## src/rtl/jtbubl_prog_if.sv

```systemverilog
// ROM download bus: ioctl byte stream in, SDRAM/PROM programming writes out.
// No latency of its own; the slave side is the programmer, the master side the loader/memory.
// Backpressure comes only from sdram_ack on the SDRAM write path.
interface jtbubl_prog_if;
    logic        downloading;
    logic [24:0] ioctl_addr;
    logic [7:0]  ioctl_data;
    logic        ioctl_wr;
    logic        sdram_ack;
    logic [21:0] prog_addr;
    logic [7:0]  prog_data;
    logic [1:0]  prog_mask;
    logic        prog_we;
    logic        prom_we;
    logic        dwnld_busy;
    logic        tokio;
    logic        overflow;

    modport master (
        output downloading, ioctl_addr, ioctl_data, ioctl_wr, sdram_ack,
        input  prog_addr, prog_data, prog_mask, prog_we, prom_we,
               dwnld_busy, tokio, overflow
    );

    modport slave (
        input  downloading, ioctl_addr, ioctl_data, ioctl_wr, sdram_ack,
        output prog_addr, prog_data, prog_mask, prog_we, prom_we,
               dwnld_busy, tokio, overflow
    );
endinterface

```

## src/rtl/jtbubl_prog.sv

```systemverilog
// Routes downloaded ROM bytes to SDRAM byte-lane writes or PROM writes via a 2-entry queue.
// Latency: 1 cycle ioctl_wr -> prog_we/prom_we when empty; PROM strobe lasts 1 cycle.
// Backpressure: SDRAM entry held until sdram_ack; one skid entry, further bytes dropped (overflow).
module jtbubl_prog #(
    parameter logic [24:0] PROM_START = 25'hC_0000
) (
    input  logic           clk,
    input  logic           rst,
    jtbubl_prog_if.slave   bus
);

    typedef enum logic [1:0] {
        IDLE   = 2'd0,
        SDWR   = 2'd1,
        PROMWR = 2'd2
    } state_t;

    state_t      state, state_nxt;

    logic [21:0] out_addr;
    logic [7:0]  out_data;
    logic [1:0]  out_mask;

    logic        skid_vld;
    logic        skid_prom;
    logic [21:0] skid_addr;
    logic [7:0]  skid_data;
    logic [1:0]  skid_mask;

    logic        in_prom;
    logic [21:0] in_addr;
    logic [1:0]  in_mask;

    logic        out_full;
    logic        pop;
    logic        ld_from_skid;
    logic        ld_from_in;
    logic        skid_wr;
    logic        skid_clr;
    logic        drop;

    logic        dl_last;
    logic        overflow_q;
    logic        tokio_q;

    // Decode the incoming byte into a queue entry
    always_comb begin
        in_prom = bus.ioctl_addr >= PROM_START;
        if (in_prom) begin
            in_addr = bus.ioctl_addr[21:0] - PROM_START[21:0];
            in_mask = 2'b11;
        end else begin
            in_addr = bus.ioctl_addr[22:1];
            in_mask = bus.ioctl_addr[0] ? 2'b01 : 2'b10;
        end
    end

    assign out_full = state != IDLE;
    assign pop      = (state == PROMWR) || (state == SDWR && bus.sdram_ack);

    always_ff @(posedge clk) begin
        if (rst) state <= IDLE;
        else     state <= state_nxt;
    end

    // Queue control: the output register refills from the skid first to keep FIFO order
    always_comb begin
        state_nxt    = state;
        ld_from_skid = 1'b0;
        ld_from_in   = 1'b0;
        skid_wr      = 1'b0;
        skid_clr     = 1'b0;
        drop         = 1'b0;
        if (!out_full || pop) begin
            if (skid_vld) begin
                ld_from_skid = 1'b1;
                state_nxt    = skid_prom ? PROMWR : SDWR;
                if (bus.ioctl_wr) skid_wr  = 1'b1;
                else              skid_clr = 1'b1;
            end else if (bus.ioctl_wr) begin
                ld_from_in = 1'b1;
                state_nxt  = in_prom ? PROMWR : SDWR;
            end else begin
                state_nxt = IDLE;
            end
        end else if (bus.ioctl_wr) begin
            if (!skid_vld) skid_wr = 1'b1;
            else           drop    = 1'b1;
        end
    end

    always_ff @(posedge clk) begin
        if (rst) begin
            out_addr <= '0;
            out_data <= '0;
            out_mask <= 2'b11;
        end else if (ld_from_skid) begin
            out_addr <= skid_addr;
            out_data <= skid_data;
            out_mask <= skid_mask;
        end else if (ld_from_in) begin
            out_addr <= in_addr;
            out_data <= bus.ioctl_data;
            out_mask <= in_mask;
        end
    end

    always_ff @(posedge clk) begin
        if (rst) begin
            skid_vld  <= 1'b0;
            skid_prom <= 1'b0;
            skid_addr <= '0;
            skid_data <= '0;
            skid_mask <= 2'b11;
        end else if (skid_wr) begin
            skid_vld  <= 1'b1;
            skid_prom <= in_prom;
            skid_addr <= in_addr;
            skid_data <= bus.ioctl_data;
            skid_mask <= in_mask;
        end else if (skid_clr) begin
            skid_vld  <= 1'b0;
        end
    end

    // A new download clears the sticky flag; a drop on that same edge still registers
    always_ff @(posedge clk) begin
        if (rst) begin
            dl_last    <= 1'b0;
            overflow_q <= 1'b0;
        end else begin
            dl_last <= bus.downloading;
            if (drop)
                overflow_q <= 1'b1;
            else if (bus.downloading && !dl_last)
                overflow_q <= 1'b0;
        end
    end

    // Game variant survives reset: it is only known from the ROM image itself
    always_ff @(posedge clk) begin
        if (!rst && bus.ioctl_wr && bus.ioctl_addr == 25'd0)
            tokio_q <= bus.ioctl_data == 8'h7E;
    end

    assign bus.prog_addr  = out_addr;
    assign bus.prog_data  = out_data;
    assign bus.prog_mask  = out_mask;
    assign bus.prog_we    = state == SDWR;
    assign bus.prom_we    = state == PROMWR;
    assign bus.dwnld_busy = bus.downloading | out_full | skid_vld;
    assign bus.overflow   = overflow_q;
    assign bus.tokio      = tokio_q;

endmodule

```

## src/flat_wrapper.sv

```systemverilog
// flat-port wrapper written by rule: the top's interface ports become plain ports
module jtbubl_prog_flat 
#(
    parameter logic [24:0] PROM_START = 25'hC_0000
)
  (clk, rst, bus_downloading, bus_ioctl_addr, bus_ioctl_data, bus_ioctl_wr, bus_sdram_ack, bus_prog_addr, bus_prog_data, bus_prog_mask, bus_prog_we, bus_prom_we, bus_dwnld_busy, bus_tokio, bus_overflow);
  jtbubl_prog_if bus_i ();
  input  logic clk;
  input  logic rst;
  input wire logic [$bits(bus_i.downloading)-1:0] bus_downloading;
  input wire logic [$bits(bus_i.ioctl_addr)-1:0] bus_ioctl_addr;
  input wire logic [$bits(bus_i.ioctl_data)-1:0] bus_ioctl_data;
  input wire logic [$bits(bus_i.ioctl_wr)-1:0] bus_ioctl_wr;
  input wire logic [$bits(bus_i.sdram_ack)-1:0] bus_sdram_ack;
  output wire logic [$bits(bus_i.prog_addr)-1:0] bus_prog_addr;
  output wire logic [$bits(bus_i.prog_data)-1:0] bus_prog_data;
  output wire logic [$bits(bus_i.prog_mask)-1:0] bus_prog_mask;
  output wire logic [$bits(bus_i.prog_we)-1:0] bus_prog_we;
  output wire logic [$bits(bus_i.prom_we)-1:0] bus_prom_we;
  output wire logic [$bits(bus_i.dwnld_busy)-1:0] bus_dwnld_busy;
  output wire logic [$bits(bus_i.tokio)-1:0] bus_tokio;
  output wire logic [$bits(bus_i.overflow)-1:0] bus_overflow;
  assign bus_i.downloading = bus_downloading;
  assign bus_i.ioctl_addr = bus_ioctl_addr;
  assign bus_i.ioctl_data = bus_ioctl_data;
  assign bus_i.ioctl_wr = bus_ioctl_wr;
  assign bus_i.sdram_ack = bus_sdram_ack;
  assign bus_prog_addr = bus_i.prog_addr;
  assign bus_prog_data = bus_i.prog_data;
  assign bus_prog_mask = bus_i.prog_mask;
  assign bus_prog_we = bus_i.prog_we;
  assign bus_prom_we = bus_i.prom_we;
  assign bus_dwnld_busy = bus_i.dwnld_busy;
  assign bus_tokio = bus_i.tokio;
  assign bus_overflow = bus_i.overflow;
  jtbubl_prog #(.PROM_START(PROM_START)) u_core (.clk(clk), .rst(rst), .bus(bus_i));
endmodule
```

## config.mk

```make
export PLATFORM = sky130hd
export DESIGN_NAME = jtbubl_prog_flat
export DESIGN_NICKNAME = d
export VERILOG_FILES = /design/src/rtl/jtbubl_prog_if.sv /design/src/rtl/jtbubl_prog.sv /design/src/flat_wrapper.sv
export SDC_FILE = /design/constraint.sdc
export NUM_CORES = 1
export LEC_CHECK = 0
export CAP_MARGIN = 20
export CORE_MARGIN = 2
export CORE_UTILIZATION = 50
export DETAILED_ROUTE_END_ITERATION = 8
export PLACE_DENSITY_LB_ADDON = 0.1
export SETUP_SLACK_MARGIN = 0.02
export SLEW_MARGIN = 40
export SYNTH_ARGS = -nofsm -noshare
export SYNTH_HDL_FRONTEND = slang
export SYNTH_SLANG_ARGS = --single-unit
```

## constraint.sdc

```tcl
create_clock -name clk -period 2.4 [get_ports clk]
set_clock_uncertainty 0.15 [all_clocks]
set_input_delay 0.48 -clock clk [delete_from_list [all_inputs] [get_ports clk]]
set_output_delay 0.48 -clock clk [all_outputs]
set_load 0.02 [all_outputs]
```

# After elaboration in Yosys (flattened, before gate mapping)
# Cells that the tools add are included.
# op_classes
n_addsub	1
n_lt_le_gt_ge	1
eq_ne	3
n_mux	31
bitwise_logic	2
reduce_logical	14
# ops
cell	n
two-way mux 22 bit	3
greater-or-equal comparator 25 x 20 -> 1 bit, second input constant	1
logical NOT 25 bit	1
subtractor 22 x 20 -> 22 bit, second input constant	1
two-way mux 1 bit	18
two-way mux 2 bit	8
two-way mux 8 bit	2
equality test 8 x 7 -> 1 bit, second input constant	1
nonzero test 2 bit	4
logical AND 1 bit	4
logical NOT 1 bit	3
equality test 2 x 1 -> 1 bit, second input constant	1
equality test 2 bit, second input constant	1
logical OR 1 bit	2
OR 1 bit	2
# totals
ff_bits	71
input_bits	38
output_inout_bits	37
wordCells	64

# Longest topological paths before layout
# Gate-level depths: netlist of run 1.
# logic_depth
word_depth	7
ltp_mapped	7
mapped_depth_nobuf	5

# Worst setup path after synthesis of run 1
# Ideal clock, no wire load.
# synth_path
path_kind	input -> register
start	input port bus_ioctl_addr[23]
end	register u_core.out_addr[5] (netlist: u_core.bus.prog_addr[5])
setup_ns	0.132
arrival_time_ns	1.763
path_slack_ns	0.355
path_stages	7
path_buffers	2
path_cell_list	nor4_4 and2_1 buf_6 buf_8 mux2_4 o221ai_1 a21oi_1
# synth_between
elab_chain_cells	4
# synth_lines
element	line	text
from (decl)	flat_wrapper.sv:11	input wire logic [$bits(bus_i.ioctl_addr)-1:0] bus_ioctl_addr;
greater-or-equal comparator 25 x 20 -> 1 bit	jtbubl_prog.sv:48	in_prom = bus.ioctl_addr >= PROM_START;
two-way mux 22 bit	jtbubl_prog.sv:49	if (in_prom) begin
two-way mux 22 bit	jtbubl_prog.sv:101	end else if (ld_from_in) begin
two-way mux 22 bit	jtbubl_prog.sv:97	end else if (ld_from_skid) begin
to (signal assigned)	jtbubl_prog.sv:98	out_addr <= skid_addr;
to (signal assigned)	jtbubl_prog.sv:102	out_addr <= in_addr;
to (decl)	jtbubl_prog.sv:20	logic [21:0] out_addr;
# No other way between the ends. The select of a mux whose other input is x is not followed.
# A chain may end at the register's enable or synchronous reset.

# Final worst setup path of run 1
# layout_path
start	input port bus_downloading
end	output port bus_dwnld_busy
# layout_between
elab_chain_cells	2
# layout_lines
element	line	text
from (decl)	flat_wrapper.sv:10	input wire logic [$bits(bus_i.downloading)-1:0] bus_downloading;
OR 1 bit (2 in series)	jtbubl_prog.sv:151	assign bus.dwnld_busy = bus.downloading | out_full | skid_vld;
to (decl)	flat_wrapper.sv:20	output wire logic [$bits(bus_i.dwnld_busy)-1:0] bus_dwnld_busy;
# No other way between the ends.

==> results of run 1 <==
-- metal layers --
layer  share of wire  vias to the layer above
met4           0.022                        0
met1            0.41                     1636
met3           0.057                       23
met2            0.51                      127
met5               0                        -
li1                -                     1610
-- cell usage in the layout (no fill, tap or decap), types with 4 or more instances in the layout --
cell	instances
buf_12	4
inv_1	7
nor4_1	4
a21oi_1	31
o2bb2ai_1	7
o22ai_1	11
nor2_1	56
nor3_1	13
o21ai_0	26
buf_4	44
clkbuf_8	9
a2bb2oi_1	8
nand3_1	7
a221oi_1	16
o221ai_1	10
clkdlybuf4s50_1	72
nand2_1	33
mux2_2	5
dfxtp_1	70
-- critical path: stages --
cell             delay [ns]
clkdlybuf4s50_1        0.41
or4_1                  0.41
dlygate4sd2_1          0.34
-- power groups by stage --
stage / Clock (uW) / Combinational, uW / Sequential [uW]
floorplan: 0 / 139 / 1310
global placement: 0 / 409 / 1270
detailed placement: 0 / 415 / 1270
CTS: 820 / 416 / 1240
global route: 880 / 444 / 1250
finish: 816 / 417 / 1250
-- metrics by stage --
| stage | hold slack (ns) | instances | power (uW) | cell area, sq um | setup TNS (ns) |
|---|---|---|---|---|---|
| floorplan | 0.282 | 385 | 1450 | 3240 | 0 |
| global placement | 0.289 | 549 | 1680 | 4330 | -6.22 |
| detailed placement | 0.300 | 549 | 1690 | 4330 | -6.77 |
| CTS | 0.311 | 565 | 2480 | 4480 | 0 |
| global route | 0.330 | 565 | 2570 | 4490 | 0 |
| finish | 0.310 | 565 | 2480 | 4490 | 0 |
-- sequential cells by signal, summed over array words and instances, names as in the netlist --
register              count
u_core.bus.prog_addr     22
u_core.skid_addr         22
u_core.bus.prog_data      8
u_core.skid_data          8
u_core.bus.prog_mask      2
u_core.skid_mask          2
u_core.state              2
u_core.bus.overflow       1
u_core.bus.tokio          1
u_core.dl_last            1
u_core.skid_prom          1
u_core.skid_vld           1
-- final cells by class --
cell class | instances | area, sq um | share of cell area
repair buffers | 122 | 1140 | 0.255
inverters | 8 | 30.0 | 0.00669
well taps | 77 | 96.3 | 0.0215
clock buffers | 12 | 135 | 0.0301
multi-input cells | 271 | 1630 | 0.363
clock inverters | 4 | 21.3 | 0.00474
flip-flops and latches | 71 | 1430 | 0.319
-- worst paths after layout --
check,startpoint,endpoint,slack (ns),cells after the start
setup / recovery,bus_downloading,bus_dwnld_busy,0.13,3
hold / removal,u_core.bus.prog_addr[7],u_core.bus.prog_addr[7],0.31,2
setup reg to reg,u_core.skid_vld,u_core.skid_addr[11],0.41,7
hold reg to reg,u_core.bus.prog_addr[7],u_core.bus.prog_addr[7],0.31,2
-- cells by family after synthesis --
kind of cell	Yosys count	synth area share
and+or+nand+nor	130	0.185
AOI/OAI and AO/OA	128	0.267
DFF	71	0.441
buffers and inverters	43	0.0598
muxes	9	0.0343
xor gates and xnor gates	2	0.00540
adders and majority gates	2	0.00771
==> reports/metrics.json, run 1 <==
{
  "cellPowerDensity": {"value": 552, "unit": "mW/mm^2"},
  "most_used_dff_post_synth": {"value": "dfxtp_1"},
  "result_of_the_run": {"value": "complete, no violations"},
  "avgViaCountPerCell": {"value": 6.01},
  "post_synth.cell_area_avg": {"value": 8.42, "unit": "sq um"},
  "routed_wirelength": {"value": 9530, "unit": "um"},
  "detailedPlacementHpwl": {"value": 6640, "unit": "um"},
  "coreArea": {"value": 0.00631, "unit": "sq mm"},
  "grtUsageTotal": {"value": 0.271},
  "synthesis.instances": {"value": 385},
  "grt.met3_usage": {"value": 0.0364},
  "rsz0062_at_grt": {"value": "false"},
  "synth.distinct_cells": {"value": 51},
  "timing.final.max_slew_violations": {"value": 0},
  "synthToLayoutAreaGrowth": {"value": 38.3, "unit": "%"},
  "leak": {"value": 0.00169, "unit": "uW"},
  "clock_path_buffers": {"value": 2},
  "power.internal": {"value": 1800, "unit": "uW"},
  "timing_worst_slew_pin_value": {"value": 0.624, "unit": "ns"},
  "final_min_period_over_clock_period": {"value": 0.946},
  "clock_sinks": {"value": 71},
  "timing.critical_path.arrival": {"value": 1.64, "unit": "ns"},
  "cts_root_buf": {"value": "clkbuf_8"},
  "worstPathRequired": {"value": 1.77, "unit": "ns"},
  "grt_overflow": {"value": 0},
  "floorplan.die.height": {"value": 84.5, "unit": "um"},
  "numCtsBuffers": {"value": 9},
  "synth.top_cells.by_count": {"value": "dfxtp_1, nor2_1, nand2_1"},
  "synth_top_area_share": {"value": 0.432},
  "placement_setup_slack": {"value": -0.245, "unit": "ns"},
  "synthTopCellsByArea": {"value": "dfxtp_1, nor2_1, a21oi_1"},
  "initial_core_util": {"value": 0.514},
  "synth_area_leader_cell": {"value": "dfxtp_1"},
  "critical_path.max_fanout": {"value": 2},
  "cts.htree.levels": {"value": 3},
  "p_sw": {"value": 673, "unit": "uW"},
  "seqPwrFrac": {"value": 0.502},
  "fmax": {"value": 441, "unit": "MHz"},
  "most_numerous_cell_in_the_yosys_netlist": {"value": "dfxtp_1"},
  "cts.hold.buffers_added": {"value": 0},
  "count_of_unresolved_drc_violations_after_routing": {"value": 0},
  "layout_min_cycle_time": {"value": 2.27, "unit": "ns"},
  "placementRows": {"value": 29},
  "die_x": {"value": 84.5, "unit": "um"},
  "synth_seq_cells": {"value": 71},
  "ys_async_sr_fraction": {"value": 0},
  "via_count": {"value": 3396},
  "dr.first_iter.drc_count": {"value": 238},
  "layout.filler_cells": {"value": 546},
  "sequential_element_share_of_the_synthesized_area": {"value": 0.441},
  "ant_nets": {"value": 0},
  "crit_path_start_kind": {"value": "primary input"},
  "syn-num-nets": {"value": 425},
  "path_class": {"value": "primary input to primary output"},
  "slew_headroom": {"value": 0.582},
  "timing.max_cap.violations": {"value": 0},
  "number_of_antenna_violations_at_the_first_check_in_global_routing": {"value": 0},
  "p_clk_frac": {"value": 0.329},
  "final_stage_net_count": {"value": 523},
  "grt_first_pass_wirelength": {"value": 15500, "unit": "um"},
  "yosysWarnings": {"value": 0},
  "grt_pass1_vias": {"value": 3312},
  "busiest_layer": {"value": "met2"},
  "critPathCaptureType": {"value": "primary output"},
  "dr.pass1.iters": {"value": 5},
  "io_buffers": {"value": 74},
  "clk_pin_slew": {"value": 0.07, "unit": "ns"},
  "hp-class": {"value": "register to register"},
  "cts_resized": {"value": 1},
  "die-area": {"value": 0.00715, "unit": "sq mm"},
  "fin_util": {"value": 0.711},
  "vdd_ir_drop_max": {"value": 0.518, "unit": "mV"},
  "summed_instance_area_of_the_synthesized_netlist": {"value": 0.00324, "unit": "sq mm"},
  "share_comb_of_total_power": {"value": 0.168},
  "ios": {"value": 75},
  "groute.layer.met1.usage": {"value": 0.322},
  "tritoncts": {"value": "yes"},
  "clk_latency": {"value": 0.35, "unit": "ns"},
  "timing.final.ws_setup": {"value": 0.131, "unit": "ns"},
  "number_of_synthesized_flops_with_an_enable_pin": {"value": 1},
  "sw_frac_of_total": {"value": 0.272},
  "cts_post_setup_buffers_inserted": {"value": 0},
  "globalplace.congestion": {"value": 0.864},
  "drive_above_1_share": {"value": 0.160},
  "groute.layer.met2.usage": {"value": 0.479},
  "endpoints_failing_setup": {"value": 0},
  "n_antenna_cell": {"value": 0},
  "post_drt_wl_per_cell": {"value": 16.9, "unit": "um"},
  "grt_max_degree": {"value": 32},
  "hold_violations": {"value": 0}
}
Power figures use the tool's default switching activity.
==> run 2, diff against run 1 <==
SLEW_MARGIN = 5   (was 40)
==> results of run 2 <==
The final DEF is identical to that of run 1; final timing and power are the same.
